`config.mk`:
```
export PLATFORM = sky130hd
export DESIGN_NAME = parity_serial_rx
export DESIGN_NICKNAME = d
export VERILOG_FILES = /design/src/rtl/serial_pkg.sv /design/src/rtl/sync_2ff.sv /design/src/rtl/parity_serial_rx.sv
export SDC_FILE = /design/constraint.sdc
export NUM_CORES = 1
export LEC_CHECK = 0
export BUFFER_PORTS_ARGS = -buffer_cell sky130_fd_sc_hd__buf_2
export CORE_ASPECT_RATIO = 0.6
export CORE_MARGIN = 10
export CORE_UTILIZATION = 25
export CTS_BUF_LIST = sky130_fd_sc_hd__clkbuf_8
export DETAILED_ROUTE_END_ITERATION = 16
export SKIP_CTS_REPAIR_TIMING = 1
export SLEW_MARGIN = 20
export SYNTH_ARGS = -nofsm -noshare
export SYNTH_HDL_FRONTEND = slang
export SYNTH_HIERARCHICAL = 1
export SYNTH_SLANG_ARGS = --single-unit
```
`constraint.sdc`:
```
create_clock -name clk -period 2.33 [get_ports clk]
set_clock_uncertainty 0.1 [all_clocks]
set_input_delay 0.233 -clock clk [delete_from_list [all_inputs] [get_ports clk]]
set_output_delay 0.233 -clock clk [all_outputs]
set_load 0.01 [all_outputs]
```
`src/rtl/serial_pkg.sv`:
```
// Shared definitions for the single-wire serial link (receiver and transmitter).
package serial_pkg;

    typedef enum logic [2:0] {
        IDLE,
        START,
        DATA,
        PARITY,
        STOP
    } state_e;

    localparam logic START_BIT  = 1'b0;
    localparam logic STOP_BIT   = 1'b1;
    localparam logic IDLE_LEVEL = 1'b1;

    // Callers zero-extend their word; zero padding does not change the XOR.
    function automatic logic parity_calc(input logic [63:0] word);
        return ^word;
    endfunction

endpackage

```
`src/rtl/sync_2ff.sv`:
```
// Two-flop synchronizer for asynchronous single-bit inputs.
module sync_2ff #(
    parameter logic RESET_VAL = 1'b1
) (
    input  logic clk,
    input  logic rst,
    input  logic d_i,
    output logic q_o
);

    logic meta_q;
    logic sync_q;

    always_ff @(posedge clk or posedge rst) begin
        if (rst) begin
            meta_q <= RESET_VAL;
            sync_q <= RESET_VAL;
        end else begin
            meta_q <= d_i;
            sync_q <= meta_q;
        end
    end

    assign q_o = sync_q;

endmodule

```
`src/rtl/parity_serial_rx.sv`:
```
// Serial receiver: mid-bit sampling, optional parity check, one-entry
// valid/ready output buffer with overrun reporting.
module parity_serial_rx #(
    parameter int DATA_W       = 8,
    parameter int CLKS_PER_BIT = 16,
    parameter int PARITY_EN    = 1,
    parameter int PARITY_ODD   = 0
) (
    input  logic              clk,
    input  logic              rst,
    input  logic              rx_i,
    output logic [DATA_W-1:0] data_o,
    output logic              valid_o,
    input  logic              ready_i,
    output logic              parity_err_o,
    output logic              frame_err_o,
    output logic              overrun_o
);
    import serial_pkg::*;

    localparam int CNT_W = $clog2(CLKS_PER_BIT);
    localparam int BIT_W = $clog2(DATA_W + 1);
    localparam logic [CNT_W-1:0] CNT_LAST = CNT_W'(CLKS_PER_BIT - 1);
    localparam logic [CNT_W-1:0] CNT_HALF = CNT_W'(CLKS_PER_BIT / 2 - 1);
    localparam logic [BIT_W-1:0] BIT_LAST = BIT_W'(DATA_W - 1);
    localparam logic PAR_ODD = (PARITY_ODD != 0);

    logic rx_s;

    state_e            state_q, state_d;
    logic [CNT_W-1:0]  cnt_q, cnt_d;
    logic [BIT_W-1:0]  bit_q, bit_d;
    logic [DATA_W-1:0] shift_q, shift_d;
    logic              rx_prev_q, rx_prev_d;
    logic              perr_q, perr_d;
    logic              ferr_q, ferr_d;
    logic              done_q, done_d;
    logic [DATA_W-1:0] data_q, data_d;
    logic              valid_q, valid_d;
    logic              par_out_q, par_out_d;
    logic              frm_out_q, frm_out_d;
    logic              ovr_q, ovr_d;

    sync_2ff #(.RESET_VAL(IDLE_LEVEL)) u_sync (
        .clk (clk),
        .rst (rst),
        .d_i (rx_i),
        .q_o (rx_s)
    );

    always_comb begin
        state_d   = state_q;
        cnt_d     = cnt_q;
        bit_d     = bit_q;
        shift_d   = shift_q;
        rx_prev_d = rx_s;
        perr_d    = perr_q;
        ferr_d    = ferr_q;
        done_d    = 1'b0;

        case (state_q)
            IDLE: begin
                if (rx_prev_q == IDLE_LEVEL && rx_s == START_BIT) begin
                    state_d = START;
                    cnt_d   = '0;
                    bit_d   = '0;
                end
            end
            START: begin
                if (cnt_q == CNT_HALF) begin
                    cnt_d   = '0;
                    bit_d   = '0;
                    perr_d  = 1'b0;
                    state_d = (rx_s == START_BIT) ? DATA : IDLE;
                end else begin
                    cnt_d = cnt_q + 1'b1;
                end
            end
            DATA: begin
                if (cnt_q == CNT_LAST) begin
                    cnt_d   = '0;
                    shift_d = {rx_s, shift_q[DATA_W-1:1]};
                    bit_d   = bit_q + 1'b1;
                    if (bit_q == BIT_LAST) begin
                        state_d = (PARITY_EN != 0) ? PARITY : STOP;
                    end
                end else begin
                    cnt_d = cnt_q + 1'b1;
                end
            end
            PARITY: begin
                if (cnt_q == CNT_LAST) begin
                    cnt_d   = '0;
                    perr_d  = ((parity_calc(64'(shift_q)) ^ rx_s) != PAR_ODD);
                    state_d = STOP;
                end else begin
                    cnt_d = cnt_q + 1'b1;
                end
            end
            STOP: begin
                // Leave on the mid-bit sample so a start edge right after the stop bit is caught.
                if (cnt_q == CNT_LAST) begin
                    cnt_d   = '0;
                    ferr_d  = (rx_s != STOP_BIT);
                    done_d  = 1'b1;
                    state_d = IDLE;
                end else begin
                    cnt_d = cnt_q + 1'b1;
                end
            end
            default: state_d = IDLE;
        endcase
    end

    always_comb begin
        data_d    = data_q;
        valid_d   = valid_q;
        par_out_d = par_out_q;
        frm_out_d = frm_out_q;
        ovr_d     = 1'b0;

        if (done_q && (!valid_q || ready_i)) begin
            data_d    = shift_q;
            par_out_d = perr_q;
            frm_out_d = ferr_q;
            valid_d   = 1'b1;
        end else if (done_q) begin
            ovr_d = 1'b1;
        end else if (valid_q && ready_i) begin
            valid_d = 1'b0;
        end
    end

    always_ff @(posedge clk or posedge rst) begin
        if (rst) begin
            state_q   <= IDLE;
            cnt_q     <= '0;
            bit_q     <= '0;
            shift_q   <= '0;
            rx_prev_q <= IDLE_LEVEL;
            perr_q    <= 1'b0;
            ferr_q    <= 1'b0;
            done_q    <= 1'b0;
            data_q    <= '0;
            valid_q   <= 1'b0;
            par_out_q <= 1'b0;
            frm_out_q <= 1'b0;
            ovr_q     <= 1'b0;
        end else begin
            state_q   <= state_d;
            cnt_q     <= cnt_d;
            bit_q     <= bit_d;
            shift_q   <= shift_d;
            rx_prev_q <= rx_prev_d;
            perr_q    <= perr_d;
            ferr_q    <= ferr_d;
            done_q    <= done_d;
            data_q    <= data_d;
            valid_q   <= valid_d;
            par_out_q <= par_out_d;
            frm_out_q <= frm_out_d;
            ovr_q     <= ovr_d;
        end
    end

    assign data_o       = data_q;
    assign valid_o      = valid_q;
    assign parity_err_o = par_out_q;
    assign frame_err_o  = frm_out_q;
    assign overrun_o    = ovr_q;

endmodule

```
After elaboration in Yosys (flattened, before gate mapping)
Cells that the tools add are included.

storage, ports and cells
  bits in registers = 37
  bits in latches = 0
  memory bits (writable) = 0
  memory bits (read-only) = 0
  bits of input ports = 4
  output and inout bits = 12
  memories = 0

cells by class
  $add $sub $neg = 2
  multiply operators = 0
  divide/modulo/power cells = 0
  order comparisons = 0
  equal/unequal tests = 14
  shift-type cells = 0
  muxes and demuxes = 25
  bitwise logic cells = 2
  reductions and logical operators = 19

operators by type and width
  kind                                                                      count
  64-bit XOR reduction                                                      1
  4-bit case mux with 3 select lines                                        2
  4-bit two-way mux                                                         5
  3-bit two-way mux                                                         6
  3-bit case mux with 5 select lines                                        1
  2-bit inequality test (second input constant)                             6
  1-bit two-way mux                                                         9
  4-bit by 1-bit adder with 4-bit output (second input constant)            2
  4-bit by 3-bit == test with 1-bit output (second input constant)          2
  2-bit AND reduction                                                       4
  3-bit by 2-bit == test with 1-bit output (second input constant)          2
  6-bit AND reduction                                                       1
  3-bit nonzero test                                                        2
  4-bit == test (second input constant)                                     1
  4-bit AND reduction                                                       1
  2-bit nonzero test                                                        2
  3-bit by 1-bit == test with 1-bit output (second input constant)          1
  3-bit == test (second input constant)                                     1
  1-bit logical AND                                                         3
  3-bit logical NOT                                                         1
  3-bit AND reduction                                                       1
  3-bit OR reduction                                                        1
  2-bit two-way mux                                                         1
  2-bit by 1-bit inequality test with 1-bit output (second input constant)  1
  other kinds (5)                                                           5

Logic depth before layout (Yosys ltp)
  depth after elaboration = 5
  mapped depth = 6
  depth with buffers taken out = 5

By module
Netlist, hierarchy kept.

by module, submodules not included
  module            instances  cells an instance  area an instance (µm²)
  parity_serial_rx  1          137                1,620.3
  sync_2ff          1          3                  56.3

Worst setup path after synthesis
Ideal clock, no wire load.

  kind = register -> register
  from = register cnt_q[0]
  to = register shift_q[0]
  data arrival time = 1.441 ns
  data required time = 2.105 ns
  slack = 0.664 ns
  stages on the path, launching flop included = 6
  buffers on the path = 1
  period minus slack after synthesis = 1.666 ns
  cells stage by stage = dfrtp_1 -> ha_1 -> and3_1 -> and3_1 -> buf_2 -> mux2_2

between the ends
  word-level cells in the longest chain between the ends = 2

RTL lines
  what                                  RTL line                 source
  from (decl)                           parity_serial_rx.sv:31   logic [CNT_W-1:0] cnt_q, cnt_d;
  from (signal assigned)                parity_serial_rx.sv:151  cnt_q <= cnt_d;
  4-bit == test                         parity_serial_rx.sv:80   if (cnt_q == CNT_LAST) begin
  2-bit AND reduction (no source line)  -
  to (signal assigned)                  parity_serial_rx.sv:153  shift_q <= shift_d;
  to (decl)                             parity_serial_rx.sv:33   logic [DATA_W-1:0] shift_q, shift_d;

No other way between the ends.
A chain may end at the register's enable or synchronous reset.

Worst setup path in the final report
  from = register cnt_q[1]
  to = register shift_q[0]

Same word-level chain as after synthesis.

==> flow_summary.toml <==
[run_status]
status = "complete, no violations"

[route]
wire_per_inst_um = 12.8
wl_mm = 3.14
vias_per_cell = 4.38
ant_nets = 0
firstDrtPassIters = 4
num_vias = 1074
drc = 0
dr.first_iter.drc_count = 30

[floorplan]
io_pins = 16
start_util_pct = 26.6
die_h_um = 83.4
die-area_um2 = 10500
placement_rows = 22
dieWidth_um = 126
core_area_um2 = 6300

[critical_path]
cp_data_required_time_ns = 2.40
endpoint_kind = "register"
arrival_ns = 2.00
crit_buf_inv = 0
crit_fanout = 10
cp_common_cell = "and3_1"
slowest_delay_ns = 0.45
r2r_cells = 4
cp_top_family = "simple AND/OR/NAND/NOR gates"
path_class = "reg2reg"
path_depth = 4
path_cells = "ha_1 > and3_1 > and3_1 > mux2_2"
cp-start-kind = "register"
crit_path_top_delay_cell = "and3_1"

[synthesis]
yosysWarningCount = 6
ys_types = 37
synth_seq_cells = 37
avgSynthCellArea_um2 = 12.0
syn_area_um2 = 1680
synth-seq-area-share_pct = 55.4
syn_inst = 140
synth_fp_nets = 146

[power_and_ir_drop]
p_leak_uw = 0.000968
p_comb_share_pct = 22.1
intPower_uw = 1220
power_density_nw_per_um2 = 891
p_switching_uw = 535
p_sw_share_pct = 30.5
power.total_uw = 1750
peakVddDrop_mv = 0.274
power_frac_seq_pct = 45.2
clkPwrFrac_pct = 32.7

[sta]
slew_violations = 0
setup_slack_ns = 0.406
fmax_mhz = 520
hold_viol_final = 0
period_share_pct = 82.6
rsz0062_at_grt = "false"
tightest_slew_ns = 0.462
setup_viol = 0
tns_ns = 0
maxSlewHeadroom_pct = 69.2
min_period_ns = 1.92

[placed_design]
dpl_cell_area_um2 = 1830
port_buffers = 15
gp_congestion = 0.820
place_ws_ns = 0.437
dp_hpwl_mm = 2.25

[final_layout]
final_common_cell = "dfrtp_1"
diodes = 0
fin_nets = 166
drive_above_1_share_pct = 32.3
final_area_um2 = 1970
syn_to_final_growth_pct = 17.5
layout_common_cells = "dfrtp_1 (34), mux2_2 (20), nand2_1 (15), buf_2 (15)"

[hold_path]
hold_depth = 3
hp-class = "in2reg"

[global_routing]
grt_overflow_total = 0
grt_pass1_wl_mm = 5.54
first_global_vias = 1063
grt_max_degree = 36
grt_usage_pct = 6.47
antenna_found_initial = 0

[clocking]
h-tree-depth = 2
clkLatencyLatePin_ns = 0.29
clock_sinks = 37
cts_tree = "done"
cts.path.max_buffers = 2
path_clk_slew_ns = 0.07
cts-root-buf = "clkbuf_8"
numCtsBuffers = 5

[run]
cap_viol_max_count = 0
[registers in the layout (all words and copies together) (netlist names)]
signal,cells
rx_prev_q,1
u_sync/q_o,1
perr_q,1
data_o,8
frame_err_o,1
done_q,1
ferr_q,1
valid_o,1
parity_err_o,1
state_q,3
cnt_q,4
overrun_o,1
u_sync/meta_q,1
bit_q,4
shift_q,8
[worst paths after layout]
kind                                         startpoint                 endpoint  slack [ns]
worst max-delay path               cnt_q[1]$_DFFE_PP0P_   shift_q[0]$_DFFE_PP0P_        0.41
worst min-delay path                            ready_i      overrun_o$_DFF_PP0_        0.13
worst max register to register     cnt_q[1]$_DFFE_PP0P_   shift_q[0]$_DFFE_PP0P_        0.41
worst min register to register  u_sync/meta_q$_DFF_PP1_     u_sync/q_o$_DFF_PP1_        0.26
max in group asynchronous                           rst      rx_prev_q$_DFF_PP1_        1.30
min in group asynchronous                           rst  u_sync/meta_q$_DFF_PP1_        0.41
[per-layer routing]
layer	global-route usage [%]	up-vias	part of all wire, %	wire [µm]
li1	-	528	-	-
met1	9.80	514	57	1800
met2	6.90	25	35	1090
met3	2.86	7	5.8	183
met4	3.42	0	1.9	61
met5	0	-	0	0
[Yosys cell counts]
cell type | count | area [µm²]
inv_1 | 6 | 22.5
nor3_2 | 1 | 10.0
mux2i_1 | 2 | 20.0
o41ai_1 | 1 | 8.76
nor2b_1 | 1 | 6.26
a211o_1 | 1 | 8.76
o21ai_2 | 1 | 8.76
o21ai_0 | 8 | 40.0
and2b_1 | 1 | 7.51
or3_1 | 1 | 6.26
a21oi_1 | 2 | 10.0
xor2_1 | 1 | 8.76
a31oi_1 | 1 | 6.26
nand3b_1 | 1 | 7.51
mux2_2 | 20 | 225
nand2b_1 | 4 | 25.0
nand4b_1 | 1 | 8.76
a32oi_1 | 1 | 8.76
nor2_2 | 1 | 6.26
nor2_1 | 4 | 15.0
nand3_1 | 4 | 20.0
xnor2_1 | 8 | 70.1
buf_2 | 4 | 20.0
o311ai_0 | 1 | 8.76
dfrtp_1 | 34 | 851
dfstp_2 | 3 | 78.8
or2_2 | 1 | 6.26
o211ai_2 | 1 | 12.5
nor3_1 | 1 | 5.00
ha_1 | 2 | 25.0
o31ai_1 | 1 | 7.51
buf_6 | 1 | 11.3
a21o_1 | 1 | 7.51
o2bb2ai_1 | 1 | 8.76
and3_1 | 2 | 12.5
mux2_4 | 1 | 15.0
nand2_1 | 15 | 56.3
[worst reg2reg max path: stages, from the launching register on]
cell	delay [ns]
dfrtp_1	0.39
ha_1	0.25
and3_1	0.24
and3_1	0.45
mux2_2	0.38
[stage by stage]
| step | utilization [%] | instances | hold slack [ns] |
|---|---|---|---|
| after floorplan | - | 140 | 0.0445 |
| after global placement | 29.1 | 235 | 0.170 |
| after detailed placement | 29.1 | 235 | 0.175 |
| after CTS | 30.9 | 243 | -0.149 |
| after global routing | 31.2 | 245 | 0.139 |
| final | 31.2 | 245 | 0.133 |
[area by class of cell]
| cell class | instances | area (µm²) |
|---|---|---|
| Multi-Input combinational cell | 92 | 693 |
| Inverter | 6 | 22.5 |
| Timing Repair Buffer | 18 | 103 |
| Sequential cell | 37 | 930 |
| Fill cell | 634 | 4330 |
| Clock buffer | 6 | 82.6 |
| Tap cell | 84 | 105 |
| Clock inverter | 2 | 33.8 |
[power by group through the flow]
stage          Combinational, µW  Clock [µW]  Sequential [µW]
4_1_cts                      384         591              792
3_3_place_gp                 381           0              804
5_1_grt                      438         619              808
2_1_floorplan                385           0              741
6_report                     389         573              793
3_5_place_dp                 382           0              804
[logic make-up (layout without fill, tap and decap cells)]
kind of cell    after synthesis  in the layout  synth area share, %
compound gates               20             20                 8.14
xor+xnor                      9              9                 4.70
fa+ha+maj                     2              2                 1.49
buf+inv                      11             32                 3.21
flops                        37             37                 55.4
mux                          23             23                 15.5
simple gates                 38             38                 11.5
No activity file was read; power rests on OpenSTA's default activity.
